$ cat config.mk
export PLATFORM = sky130hd
export DESIGN_NAME = alu_exec_ctrl
export DESIGN_NICKNAME = d
export VERILOG_FILES = /design/src/rtl/alu_pkg.sv /design/src/rtl/alu_regfile.sv /design/src/rtl/alu_exec_ctrl.sv
export SDC_FILE = /design/constraint.sdc
export NUM_CORES = 1
export LEC_CHECK = 0
export ABC_AREA = 1
export CORE_ASPECT_RATIO = 1.2
export CORE_UTILIZATION = 45
export DETAILED_ROUTE_END_ITERATION = 16
export HOLD_SLACK_MARGIN = 0.06
export PLACE_DENSITY = 0.72
export SLEW_MARGIN = 40
export SYNTH_ARGS = -nofsm -noshare
export SYNTH_HDL_FRONTEND = slang
export SYNTH_SLANG_ARGS = --single-unit
$ cat constraint.sdc
create_clock -name clk -period 1.6 [get_ports clk]
set_clock_uncertainty 0.05 [all_clocks]
set_input_delay 0.32 -clock clk [delete_from_list [all_inputs] [get_ports clk]]
set_output_delay 0.32 -clock clk [all_outputs]
set_load 0.01 [all_outputs]
$ cat src/rtl/alu_pkg.sv
// Shared constants and types for the ALU sequencing stage and its register file.
package alu_pkg;

    localparam int DATA_W = 4;
    localparam int REG_AW = 2;

    localparam logic [2:0] OP_ADD = 3'd0;
    localparam logic [2:0] OP_SUB = 3'd1;
    localparam logic [2:0] OP_AND = 3'd2;
    localparam logic [2:0] OP_OR  = 3'd3;
    localparam logic [2:0] OP_XOR = 3'd4;
    localparam logic [2:0] OP_LDI = 3'd5;
    localparam logic [2:0] OP_NOP = 3'd6;

    localparam logic [2:0] SEL_IDLE = 3'b111;

    typedef enum logic {
        ST_IDLE = 1'b0,
        ST_EXEC = 1'b1
    } state_t;

endpackage

$ cat src/rtl/alu_regfile.sv
// NREGS x DATA_W register file: two combinational operand reads, one debug read,
// one synchronous write port.
module alu_regfile
    import alu_pkg::*;
#(
    parameter int DATA_W = alu_pkg::DATA_W,
    parameter int NREGS  = 4,
    localparam int AW    = $clog2(NREGS)
) (
    input  logic              clk,
    input  logic              rst_n,
    input  logic              we,
    input  logic [AW-1:0]     waddr,
    input  logic [DATA_W-1:0] wdata,
    input  logic [AW-1:0]     raddr1,
    output logic [DATA_W-1:0] rdata1,
    input  logic [AW-1:0]     raddr2,
    output logic [DATA_W-1:0] rdata2,
    input  logic [AW-1:0]     dbg_addr,
    output logic [DATA_W-1:0] dbg_data
);

    logic [DATA_W-1:0] mem [NREGS];

    always_ff @(posedge clk or negedge rst_n) begin
        if (!rst_n) begin
            for (int i = 0; i < NREGS; i++) begin
                mem[i] <= '0;
            end
        end else if (we) begin
            mem[waddr] <= wdata;
        end
    end

    assign rdata1   = mem[raddr1];
    assign rdata2   = mem[raddr2];
    assign dbg_data = mem[dbg_addr];

endmodule

$ cat src/rtl/alu_exec_ctrl.sv
// Two-state sequencer feeding a 4-bit ALU: latch operands on accept, drive the
// ALU for one EXEC cycle, then write back the result and sticky flags.
module alu_exec_ctrl
    import alu_pkg::*;
#(
    parameter int DATA_W = alu_pkg::DATA_W,
    parameter int NREGS  = 4
) (
    input  logic                     clk,
    input  logic                     rst_n,
    input  logic                     instr_valid,
    output logic                     instr_ready,
    input  logic [2:0]               instr_op,
    input  logic [$clog2(NREGS)-1:0] instr_rd,
    input  logic [$clog2(NREGS)-1:0] instr_rs1,
    input  logic [$clog2(NREGS)-1:0] instr_rs2,
    input  logic [DATA_W-1:0]        instr_imm,
    output logic [DATA_W-1:0]        alu_a,
    output logic [DATA_W-1:0]        alu_b,
    output logic [2:0]               alu_sel,
    input  logic [DATA_W-1:0]        alu_result,
    input  logic                     alu_carry,
    input  logic                     alu_zero,
    input  logic                     alu_overflow,
    output logic                     flag_c,
    output logic                     flag_z,
    output logic                     flag_v,
    output logic                     wb_valid,
    output logic [$clog2(NREGS)-1:0] wb_addr,
    output logic [DATA_W-1:0]        wb_data,
    input  logic [$clog2(NREGS)-1:0] dbg_addr,
    output logic [DATA_W-1:0]        dbg_data
);

    localparam int AW = $clog2(NREGS);

    state_t            state, state_nxt;
    logic              accept;
    logic [2:0]        op_p1;
    logic [AW-1:0]     rd_p1;
    logic [DATA_W-1:0] opa_p1, opb_p1, imm_p1;
    logic [DATA_W-1:0] rs1_data, rs2_data;
    logic              is_alu, is_ldi, wr_en;
    logic [DATA_W-1:0] wr_data;

    assign accept  = instr_valid && instr_ready;
    assign is_alu  = (op_p1 <= OP_XOR);
    assign is_ldi  = (op_p1 == OP_LDI);
    assign wr_en   = (state == ST_EXEC) && (is_alu || is_ldi);
    assign wr_data = is_ldi ? imm_p1 : alu_result;

    always_ff @(posedge clk or negedge rst_n) begin
        if (!rst_n) begin
            state <= ST_IDLE;
        end else begin
            state <= state_nxt;
        end
    end

    always_comb begin
        state_nxt = state;
        case (state)
            ST_IDLE: if (accept) state_nxt = ST_EXEC;
            ST_EXEC: state_nxt = ST_IDLE;
            default: state_nxt = ST_IDLE;
        endcase
    end

    // ALU inputs come only from the latched instruction, never from instr_*.
    always_comb begin
        instr_ready = (state == ST_IDLE);
        alu_a       = '0;
        alu_b       = '0;
        alu_sel     = SEL_IDLE;
        if (state == ST_EXEC && is_alu) begin
            alu_a   = opa_p1;
            alu_b   = opb_p1;
            alu_sel = op_p1;
        end
    end

    // Stage p1: instruction and operands captured at accept.
    always_ff @(posedge clk or negedge rst_n) begin
        if (!rst_n) begin
            op_p1  <= OP_NOP;
            rd_p1  <= '0;
            opa_p1 <= '0;
            opb_p1 <= '0;
            imm_p1 <= '0;
        end else if (accept) begin
            op_p1  <= instr_op;
            rd_p1  <= instr_rd;
            opa_p1 <= rs1_data;
            opb_p1 <= rs2_data;
            imm_p1 <= instr_imm;
        end
    end

    // Stage p2: writeback pulse, last-write record and sticky flags.
    always_ff @(posedge clk or negedge rst_n) begin
        if (!rst_n) begin
            wb_valid <= 1'b0;
            wb_addr  <= '0;
            wb_data  <= '0;
            flag_c   <= 1'b0;
            flag_z   <= 1'b0;
            flag_v   <= 1'b0;
        end else begin
            wb_valid <= wr_en;
            if (wr_en) begin
                wb_addr <= rd_p1;
                wb_data <= wr_data;
            end
            if (state == ST_EXEC && is_alu) begin
                flag_c <= alu_carry;
                flag_z <= alu_zero;
                flag_v <= alu_overflow;
            end
        end
    end

    alu_regfile #(
        .DATA_W (DATA_W),
        .NREGS  (NREGS)
    ) u_regfile (
        .clk      (clk),
        .rst_n    (rst_n),
        .we       (wr_en),
        .waddr    (rd_p1),
        .wdata    (wr_data),
        .raddr1   (instr_rs1),
        .rdata1   (rs1_data),
        .raddr2   (instr_rs2),
        .rdata2   (rs2_data),
        .dbg_addr (dbg_addr),
        .dbg_data (dbg_data)
    );

endmodule

# == Word-level counts from Yosys, hierarchy flattened ==
# Index checks and enable logic that the tools add are counted.
# classes
magnitude_cmp,6
eq_ne,1
muxes,18
n_bitwise,5
reduce_logical,5
# op_table
op,count
2-to-1 mux 4 bit,10
binary-select mux 4 bit (select 2 bit),3
bitwise mux 16 bit,1
>= comparator 3 bit (second input constant),4
inverter 2 -> 3 bit,4
demux 4 bit (select 2 bit),1
logical AND 1 bit,4
== test 3 bit (second input constant),1
less-or-equal comparator 3 bit (second input constant),1
< comparator 3 x 1 -> 1 bit (second input constant),1
2-to-1 mux 3 bit,1
one-hot mux 1 bit (2 select lines),1
logical OR 1 bit,1
2-to-1 mux 1 bit,1
inverter 1 bit,1
# word_totals
regBits,44
output_inout_bits,26
elab_cells,51

# == Logic depth before layout (Yosys ltp) ==
# Gate-level depths: netlist (run 1).
# logic_depth
depth_word,6
depth_mapped,7
ltp_nobuf,6

# == Modules after synthesis ==
# From an unflattened synthesis (run 1), not the netlist that was laid out.
# unflattened
cells_unflattened,329
hier_area_um2,2374.8
# modules_own_cells
module,instances,cells_per_inst,area_each_um2,seq_area_each_um2
alu_exec_ctrl,1,148,1239.9,703.2
alu_regfile,1,181,1134.8,400.4

# == Worst setup path before layout (run 1) ==
# No wires, ideal clock.
# synth_path
path_kind,reg2out
startpoint,register op_p1[0]
endpoint,output alu_a[0]
arrival_ns,1.033
required_time_ns,1.230
setup_slack_ns,0.197
path_stages_with_launch,5
path_buffers,1
cell_sequence,dfrtp_1 o21ai_1 nand2_1 buf_2 nor2_1
# synth_between
elab_chain_len,3
# synth_rtl
element,line,source
"start, declared",alu_exec_ctrl.sv:39,logic [2:0] op_p1;
"start signal, assigned",alu_exec_ctrl.sv:91,op_p1 <= instr_op;
less-or-equal comparator 3 bit,alu_exec_ctrl.sv:47,assign is_alu = (op_p1 <= OP_XOR);
logical AND 1 bit,alu_exec_ctrl.sv:75,if (state == ST_EXEC && is_alu) begin
2-to-1 mux 4 bit,alu_exec_ctrl.sv:75,
"end, declared",alu_exec_ctrl.sv:18,"output logic [DATA_W-1:0] alu_a,"
# Every way passes these cells.

# == Final worst setup path (run 1) ==
# layout_path
startpoint,register op_p1[2]
endpoint,output alu_a[2]
# Same word-level chain as after synthesis.

==> results of run 1 <==
what timing repair did:
action,CTS,global route
setup endpoints to repair,17,42
gates resized for setup,93,23
hold endpoints to repair,42,0
cloned,2,0
setup buffers,11,4
pin swaps,5,2
hold buffers,1,0
registers in the layout, summed over array words and instances (netlist names):
signal and cells:
opa_p1 4, flag_c 1, flag_v 1, u_regfile.mem 16, state 1, wb_addr 2, wb_valid 1, rd_p1 2
flag_z 1, wb_data 4, imm_p1 4, opb_p1 4, op_p1 3
per-stage QoR:
step / area (µm²) / hold slack (ns) / TNS (ns) / utilization [%]
floorplan: 2310 / -0.0256 / 0 / -
global placement: 2950 / 0.264 / -3.92 / 59.8
detailed placement: 2950 / 0.263 / -4.08 / 59.8
CTS: 3210 / 0.435 / -0.621 / 64.9
global route: 3270 / 0.458 / -1.10 / 66.3
finish: 3270 / 0.431 / -0.599 / 66.3
logic make-up (layout without fill, tap and decap cells):
logic type	Yosys count	after routing
AND/OR/NAND/NOR	218	219
AO/OA/AOI/OAI	18	18
flip-flops	44	44
buffers and inverters	48	131
routing by layer:
| layer | vias up | global-route usage, % |
|---|---|---|
| met1 | 1118 | 28.8 |
| met5 | - | 0 |
| li1 | 1152 | - |
| met4 | 0 | 11.5 |
| met2 | 80 | 39.4 |
| met3 | 17 | 3.27 |
synth_stat cells, types with 3 or more instances:
cell	n	area, µm²
sky130_fd_sc_hd__a21oi_1	4	20.0
sky130_fd_sc_hd__buf_2	4	20.0
sky130_fd_sc_hd__buf_6	3	33.8
sky130_fd_sc_hd__dfrtp_1	42	1050
sky130_fd_sc_hd__inv_1	35	131
sky130_fd_sc_hd__inv_2	3	11.3
sky130_fd_sc_hd__nand2_1	180	676
sky130_fd_sc_hd__nand3_1	21	105
sky130_fd_sc_hd__nor2_1	8	30.0
sky130_fd_sc_hd__nor2_2	5	31.3
sky130_fd_sc_hd__o211ai_1	4	30.0
sky130_fd_sc_hd__o21ai_0	6	30.0
sky130_fd_sc_hd__o21ai_2	3	26.3
cell type report:
type	instances	area share [%]
Clock buffer	6	2.52
Sequential cell	44	33.7
Tap cell	60	2.29
Multi-Input combinational cell	237	32.6
Timing Repair Buffer	85	23.3
Clock inverter	2	1.18
Inverter	38	4.36
worst max-delay path, delay by kind of cell (launching register included):
kind / cells / cell delay [ns]
buffers and inverters: 2 / 0.28
AO/OA/AOI/OAI: 1 / 0.07
flip-flops: 1 / 0.56
AND/OR/NAND/NOR: 2 / 0.12
worst min-delay path by stage:
stage                                  endpoint  cells past startpoint             startpoint  slack (ns)
after floorplan              flag_c$_DFFE_PN0N_                      0                  rst_n       -0.03
after global placement    opa_p1[0]$_DFFE_PN0P_                      2                  rst_n        0.26
after detailed placement  opa_p1[0]$_DFFE_PN0P_                      2                  rst_n        0.26
after CTS                    flag_c$_DFFE_PN0N_                      2     flag_c$_DFFE_PN0N_        0.44
after global routing      imm_p1[0]$_DFFE_PN0P_                      2  imm_p1[0]$_DFFE_PN0P_        0.46
final                        flag_c$_DFFE_PN0N_                      2     flag_c$_DFFE_PN0N_        0.43
report_power, final:
part / switching [mW] / internal [mW]
Combinational: 0.798 / 0.672
Sequential: 0.232 / 1.42
Clock: 0.388 / 0.511
==> results_tabular.tex, run 1 <==
\begin{tabular}{lr}
\hline
Metric & Value \\
\hline
\multicolumn{2}{l}{\textbf{CTS}} \\
\quad Clock root buffer & sky130\_fd\_sc\_hd\_\_clkbuf\_8 \\
\quad H-tree levels & 2 \\
\quad Latest clock arrival within the worst-skew pair & 0.30 ns \\
\quad TritonCTS clock tree & done \\
\quad Buffer levels on the longest clock path & 2 \\
\quad Clock sink count & 44 \\
\quad Inserted Clock Buffers & 5 \\
\quad Clock-pin transition on the worst setup and hold timing paths & 0.09 ns \\
\multicolumn{2}{l}{\textbf{Run status}} \\
\quad Violations in the final reports & setup timing \\
\quad Outcome & finished with violations \\
\multicolumn{2}{l}{\textbf{Layout}} \\
\quad Count of inserted antenna diode cells & 0 \\
\quad Total area of multi-input combinational cells & 0.00107 mm² \\
\quad Most frequent cells in the layout & sky130\_fd\_sc\_hd\_\_nand2\_1, sky130\_fd\_sc\_hd\_\_dfrtp\_1, sky130\_fd\_sc\_hd\_\_inv\_1 \\
\quad Post-Layout Cell Count & 472 \\
\quad Register area & 0.00110 mm² \\
\quad Most common library cell in the layout ignoring fill and taps & sky130\_fd\_sc\_hd\_\_nand2\_1 \\
\quad Number of fill cells & 448 \\
\quad Fraction of final layout cells sized beyond drive strength 1 & 23.8\% \\
\quad Synth-to-Final Area Change & 41.9\% \\
\quad Number of nets at the end of the flow & 436 \\
\multicolumn{2}{l}{\textbf{Run}} \\
\quad Number of maximum-capacitance constraint violations & 0 \\
\multicolumn{2}{l}{\textbf{Setup path}} \\
\quad Slowest library cell on the worst path & sky130\_fd\_sc\_hd\_\_dfstp\_2 \\
\quad Critical register-to-register path endpoint & u\_regfile.mem[3]\$\_DFFE\_PN0P\_ \\
\quad Type of origin of the critical path & flip-flop \\
\quad Sort of element at the end of the critical path & primary output \\
\quad Data arrival time of the critical path & 1.33 ns \\
\quad Reg-to-reg critical path startpoint & op\_p1[2]\$\_DFFE\_PN1P\_ \\
\quad CP Launch Point & op\_p1[2]\$\_DFFE\_PN1P\_ \\
\quad Critical path's largest stage delay & 0.56 ns \\
\quad Register-to-register setup slack & 0.06 ns \\
\quad Critical Path Sink & alu\_a[2] \\
\quad Required time at the worst-slack endpoint & 1.23 ns \\
\quad Path depth of the worst reg2reg path & 9 \\
\quad Critical Path, Cell by Cell & o21ai\_2, buf\_4, nand2\_4, nor2\_1, buf\_2 \\
\quad CP max FO & 4 \\
\quad Setup CP Type & flip-flop to primary output \\
\multicolumn{2}{l}{\textbf{STA}} \\
\quad Unrepaired setup endpoints after global routing & yes \\
\quad Final number of setup-violating endpoints & 8 \\
\quad Least setup slack across all paths after layout & -0.0999 ns \\
\quad Max Fclk & 588 MHz \\
\quad Final count of pins violating max slew & 0 \\
\quad Normalized max-slew margin & 74.4\% \\
\quad Time the final worst path needs with I/O delays and setup & 1.70 ns \\
\quad Final clock period utilization by the worst path & 106\% \\
\quad Slew at the pin with the worst max-slew slack & 0.384 ns \\
\quad Final Hold Fails & 0 \\
\multicolumn{2}{l}{\textbf{Synthesis}} \\
\quad Synthesized cell area & 0.00231 mm² \\
\quad Post-synth EDFFs & 0 \\
\quad Share of synthesized flip-flops with an asynchronous set or reset & 100\% \\
\quad Synth Area in Simple Gates & 38.0\% \\
\quad Number of library cell types mapped by synthesis & 20 \\
\quad Seq/Total Area, Yosys & 47.8\% \\
\quad Synthesized instance count & 328 \\
\quad Synth Area in Compound Gates & 4.83\% \\
\quad Average size of a mapped cell & 7.03 µm² \\
\quad Largest family of logic cells by synthesized area & simple AND/OR/NAND/NOR gates \\
\quad Xor-xnor portion of the synthesized cell area & 0\% \\
\quad Synth warn & 0 \\
\quad Net Count, Synth & 353 \\
\quad Adder and majority cell fraction of the synthesized area & 0\% \\
\quad Number of register bits inferred by synthesis & 44 \\
\quad Primary flip-flop cell chosen by synthesis mapping & sky130\_fd\_sc\_hd\_\_dfrtp\_1 \\
\quad Post-synthesis mux area share & 0\% \\
\multicolumn{2}{l}{\textbf{Detailed routing}} \\
\quad Amount of wire on met3 after detailed routing & 246 µm \\
\quad 1st-iter DRT viols & 181 \\
\quad Wire length on met1 & 2510 µm \\
\quad Detailed-route vias per instance & 5.01 \\
\quad Highest metal layer with signal wires & met4 \\
\quad Routed wirelength normalized by instance count & 12.9 µm \\
\quad Total wirelength of the detailed-routed design & 6090 µm \\
\quad \# DRC & 0 \\
\quad Met2 layer wire length in the routed design & 3200 µm \\
\quad Total via count in the routed design & 2,367 \\
\quad Number of detailed-route iterations in the first pass & 4 \\
\quad Residual antenna-violating net count after detailed routing & 0 \\
\multicolumn{2}{l}{\textbf{Global routing}} \\
\quad First-pass GRT wire length & 9550 µm \\
\quad GRT Resource Usage Total & 23.4\% \\
\quad Sum of overflow across all layers after global routing & 0 \\
\quad Vias in the first global route & 2,210 \\
\quad Maximum number of pins on one net before global-route repair & 45 \\
\quad Initial antenna violation count & 0 \\
\multicolumn{2}{l}{\textbf{Place}} \\
\quad Buffers on Ports & 50 \\
\quad Post-detail-place hpwl & 4100 µm \\
\quad Placement Setup Slack & -0.508 ns \\
\quad Total instance count after detailed placement & 446 \\
\quad Final Wtd Congestion & 0.840 \\
\multicolumn{2}{l}{\textbf{Die}} \\
\quad Horizontal extent of the die & 67.4 µm \\
\quad Initial core utilization & 46.7\% \\
\quad Standard cell core area & 0.00494 mm² \\
\quad Die height & 80.4 µm \\
\quad Row count & 28 \\
\quad \# IOs & 51 \\
\quad Die area & 0.00542 mm² \\
\multicolumn{2}{l}{\textbf{Pwr}} \\
\quad Post-layout power & 4.02 mW \\
\quad Cell Pwr Density & 1230 mW/mm² \\
\quad Leak Pwr & 1.83 nW \\
\quad Worst vdd ir & 0.617 mV \\
\multicolumn{2}{l}{\textbf{Worst hold path}} \\
\quad Hold crit path type & flip-flop to flip-flop \\
\hline
\end{tabular}
Note: power is estimated with default switching activity, not from simulation.
==> run 2, diff against run 1 <==
Settings changed: CORE_UTILIZATION 45 to 50, PLACE_DENSITY 0.72 to 0.8.
==> results_tabular.tex, run 2 (synthesized netlist as in run 1, its figures left out) <==
\begin{tabular}{lr}
\hline
Metric & Value \\
\hline
\multicolumn{2}{l}{\textbf{Run status}} \\
\quad Outcome & finished with violations \\
\quad Violations in the final reports & setup timing \\
\multicolumn{2}{l}{\textbf{STA}} \\
\quad Least setup slack across all paths after layout & -0.126 ns (-0.0261 ns) \\
\quad Max Fclk & 579 MHz (-1.5\%) \\
\quad Unrepaired setup endpoints after global routing & yes \\
\quad Normalized max-slew margin & 72.2\% (-2.2 points) \\
\quad Time the final worst path needs with I/O delays and setup & 1.73 ns (+0.0261 ns) \\
\quad Final count of pins violating max slew & 0 (unchanged) \\
\quad Final clock period utilization by the worst path & 108\% (+1.6 points) \\
\quad Slew at the pin with the worst max-slew slack & 0.417 ns (+0.0331 ns) \\
\quad Final number of setup-violating endpoints & 14 (+6) \\
\quad Final Hold Fails & 0 (unchanged) \\
\multicolumn{2}{l}{\textbf{Setup path}} \\
\quad Buf/Inv on CP & 3 (+1) \\
\quad Data arrival time of the critical path & 1.36 ns (+0.03 ns) \\
\quad Cell family contributing the most delay on the critical path & flip-flops \\
\quad Type of origin of the critical path & flip-flop \\
\quad CP max FO & 4 (unchanged) \\
\quad Slowest library cell on the worst path & sky130\_fd\_sc\_hd\_\_dfstp\_2 \\
\quad Critical path's largest stage delay & 0.56 ns (about the same) \\
\quad Required time at the worst-slack endpoint & 1.23 ns (about the same) \\
\quad Sort of element at the end of the critical path & primary output \\
\quad Critical Path, Cell by Cell & o21ai\_2, buf\_4, nand2\_4, buf\_6, nor2\_4, buf\_6 \\
\quad Setup CP Type & flip-flop to primary output \\
\quad Most numerous cell on the critical path & sky130\_fd\_sc\_hd\_\_buf\_6 \\
\multicolumn{2}{l}{\textbf{Pwr}} \\
\quad Cell Pwr Density & 1160 mW/mm² (-5.2\%) \\
\quad Leak Pwr & 1.78 nW (-3.2\%) \\
\quad Post-layout power & 3.80 mW (-5.5\%) \\
\quad Worst vdd ir & 0.811 mV (+31\%) \\
\multicolumn{2}{l}{\textbf{CTS}} \\
\quad Buffer levels on the longest clock path & 2 (unchanged) \\
\quad Inserted Clock Buffers & 5 (unchanged) \\
\quad H-tree levels & 2 (unchanged) \\
\quad Clock sink count & 44 (unchanged) \\
\quad Latest clock arrival within the worst-skew pair & 0.29 ns (about the same) \\
\quad Clock-pin transition on the worst setup and hold timing paths & 0.08 ns (about the same) \\
\quad TritonCTS clock tree & done \\
\quad Clock root buffer & sky130\_fd\_sc\_hd\_\_clkbuf\_8 \\
\multicolumn{2}{l}{\textbf{Die}} \\
\quad Standard cell core area & 0.00433 mm² (-12\%) \\
\quad Horizontal extent of the die & 64.0 µm (-5.0\%) \\
\quad Die area & 0.00489 mm² (-9.7\%) \\
\quad Die height & 76.4 µm (-5.0\%) \\
\quad \# IOs & 51 (unchanged) \\
\quad Row count & 26 (-7.1\%) \\
\quad Initial core utilization & 53.3\% (+6.6 points) \\
\multicolumn{2}{l}{\textbf{Worst hold path}} \\
\quad Hold crit path type & flip-flop to flip-flop \\
\multicolumn{2}{l}{\textbf{Layout}} \\
\quad Register with the most flip-flops & u\_regfile.mem \\
\quad Most common library cell in the layout ignoring fill and taps & sky130\_fd\_sc\_hd\_\_nand2\_1 \\
\quad Number of fill cells & 313 (-30\%) \\
\quad Fraction of final layout cells sized beyond drive strength 1 & 24.0\% (+0.18 points) \\
\quad Count of inserted antenna diode cells & 0 (unchanged) \\
\quad Util after Layout & 75.4\% (+9.2 points) \\
\quad Number of nets at the end of the flow & 437 (+0.23\%) \\
\quad Largest register FFs & 16 (unchanged) \\
\quad Most frequent cells in the layout & sky130\_fd\_sc\_hd\_\_nand2\_1, sky130\_fd\_sc\_hd\_\_dfrtp\_1, sky130\_fd\_sc\_hd\_\_clkdlybuf4s50\_1 \\
\quad Synth-to-Final Area Change & 41.5\% \\
\multicolumn{2}{l}{\textbf{Detailed routing}} \\
\quad \# DRC & 0 (unchanged) \\
\quad Total wirelength of the detailed-routed design & 6290 µm (+3.2\%) \\
\quad Detailed-route vias per instance & 4.99 (-0.47\%) \\
\quad Residual antenna-violating net count after detailed routing & 0 (unchanged) \\
\quad Routed wirelength normalized by instance count & 13.4 µm (+3.8\%) \\
\quad Total via count in the routed design & 2,341 (-1.1\%) \\
\quad 1st-iter DRT viols & 182 (+0.55\%) \\
\quad Number of detailed-route iterations in the first pass & 5 (+1) \\
\multicolumn{2}{l}{\textbf{Global routing}} \\
\quad First-pass GRT wire length & 10,200 µm (+7.1\%) \\
\quad Vias in the first global route & 2,307 (+4.4\%) \\
\quad Initial antenna violation count & 0 (unchanged) \\
\quad GRT Resource Usage Total & 26.9\% (+3.5 points) \\
\quad Maximum number of pins on one net before global-route repair & 29 (-36\%) \\
\quad Sum of overflow across all layers after global routing & 0 (unchanged) \\
\multicolumn{2}{l}{\textbf{Place}} \\
\quad Post-detail-place hpwl & 4130 µm (+0.85\%) \\
\quad Final Wtd Congestion & 0.936 (+11\%) \\
\quad Buffers on Ports & 50 (unchanged) \\
\quad Placement Setup Slack & -0.516 ns (-0.00735 ns) \\
\multicolumn{2}{l}{\textbf{Run}} \\
\quad Number of maximum-capacitance constraint violations & 0 (unchanged) \\
\hline
\end{tabular}
-- run 2: power by group --
part           leakage [nW]  total (mW)  internal (mW)  switching [mW]
clock                0.0445       0.714          0.351           0.363
combinational          1.19        1.43          0.633           0.802
sequential            0.538        1.65           1.42           0.230
-- run 2: final cells by class --
| cell class | count | area, µm² | area share, % |
|---|---|---|---|
| Clock inverter | 1 | 7.51 | 0.230 |
| Inverter | 38 | 143 | 4.37 |
| Clock buffer | 7 | 86.3 | 2.64 |
| Timing Repair Buffer | 86 | 774 | 23.7 |
| Sequential cell | 44 | 1100 | 33.8 |
| Multi-Input combinational cell | 237 | 1080 | 33.1 |
| Tap cell | 56 | 70.1 | 2.15 |
-- run 2: worst min-delay path, cell delays in order (launching register included) --
cell and delay, ns:
sky130_fd_sc_hd__dfrtp_1 0.35, sky130_fd_sc_hd__nand2_1 0.05, sky130_fd_sc_hd__nand2_1 0.04
-- run 2: timing repair --
action | 4_1_cts | 5_1_grt
resized for setup | 82 | 28
pin swaps | 4 | 9
endpoints found under the setup margin | 20 | 36
cloned | 2 | 0
hold buffers | 1 | 0
setup buffers | 9 | 3
endpoints found under the hold margin | 14 | 0
-- run 2: final timing paths --
check / endpoint / slack (ns) / cells after the start / from
worst min-delay path: flag_c$_DFFE_PN0N_ / 0.43 / 2 / flag_c$_DFFE_PN0N_
min in group asynchronous: wb_data[3]$_DFFE_PN0P_ / 0.45 / 2 / rst_n
max in group asynchronous: u_regfile.mem[3]$_DFFE_PN0P_ / 0.57 / 3 / rst_n
worst max register to register: u_regfile.mem[10]$_DFFE_PN0P_ / -0.02 / 9 / op_p1[2]$_DFFE_PN1P_
worst min register to register: flag_c$_DFFE_PN0N_ / 0.43 / 2 / flag_c$_DFFE_PN0N_
worst max-delay path: alu_b[0] / -0.13 / 6 / op_p1[1]$_DFFE_PN1P_
-- run 2: layer usage --
metal  share of wire (%)  track usage [%]
met3                 5.5             3.59
met1                  41             33.1
met4                 2.7             9.09
met2                  51             47.8
met5                   0                0
-- run 2: stage by stage --
| step | hold slack (ns) | setup TNS, ns | instances | area, µm² |
|---|---|---|---|---|
| floorplan | -0.0256 | 0 | 328 | 2310 |
| global placement | 0.225 | -4.13 | 446 | 2990 |
| detailed placement | 0.223 | -4.52 | 446 | 2990 |
| CTS | 0.432 | -0.620 | 466 | 3180 |
| global route | 0.455 | -2.48 | 469 | 3260 |
| finish | 0.426 | -0.869 | 469 | 3260 |
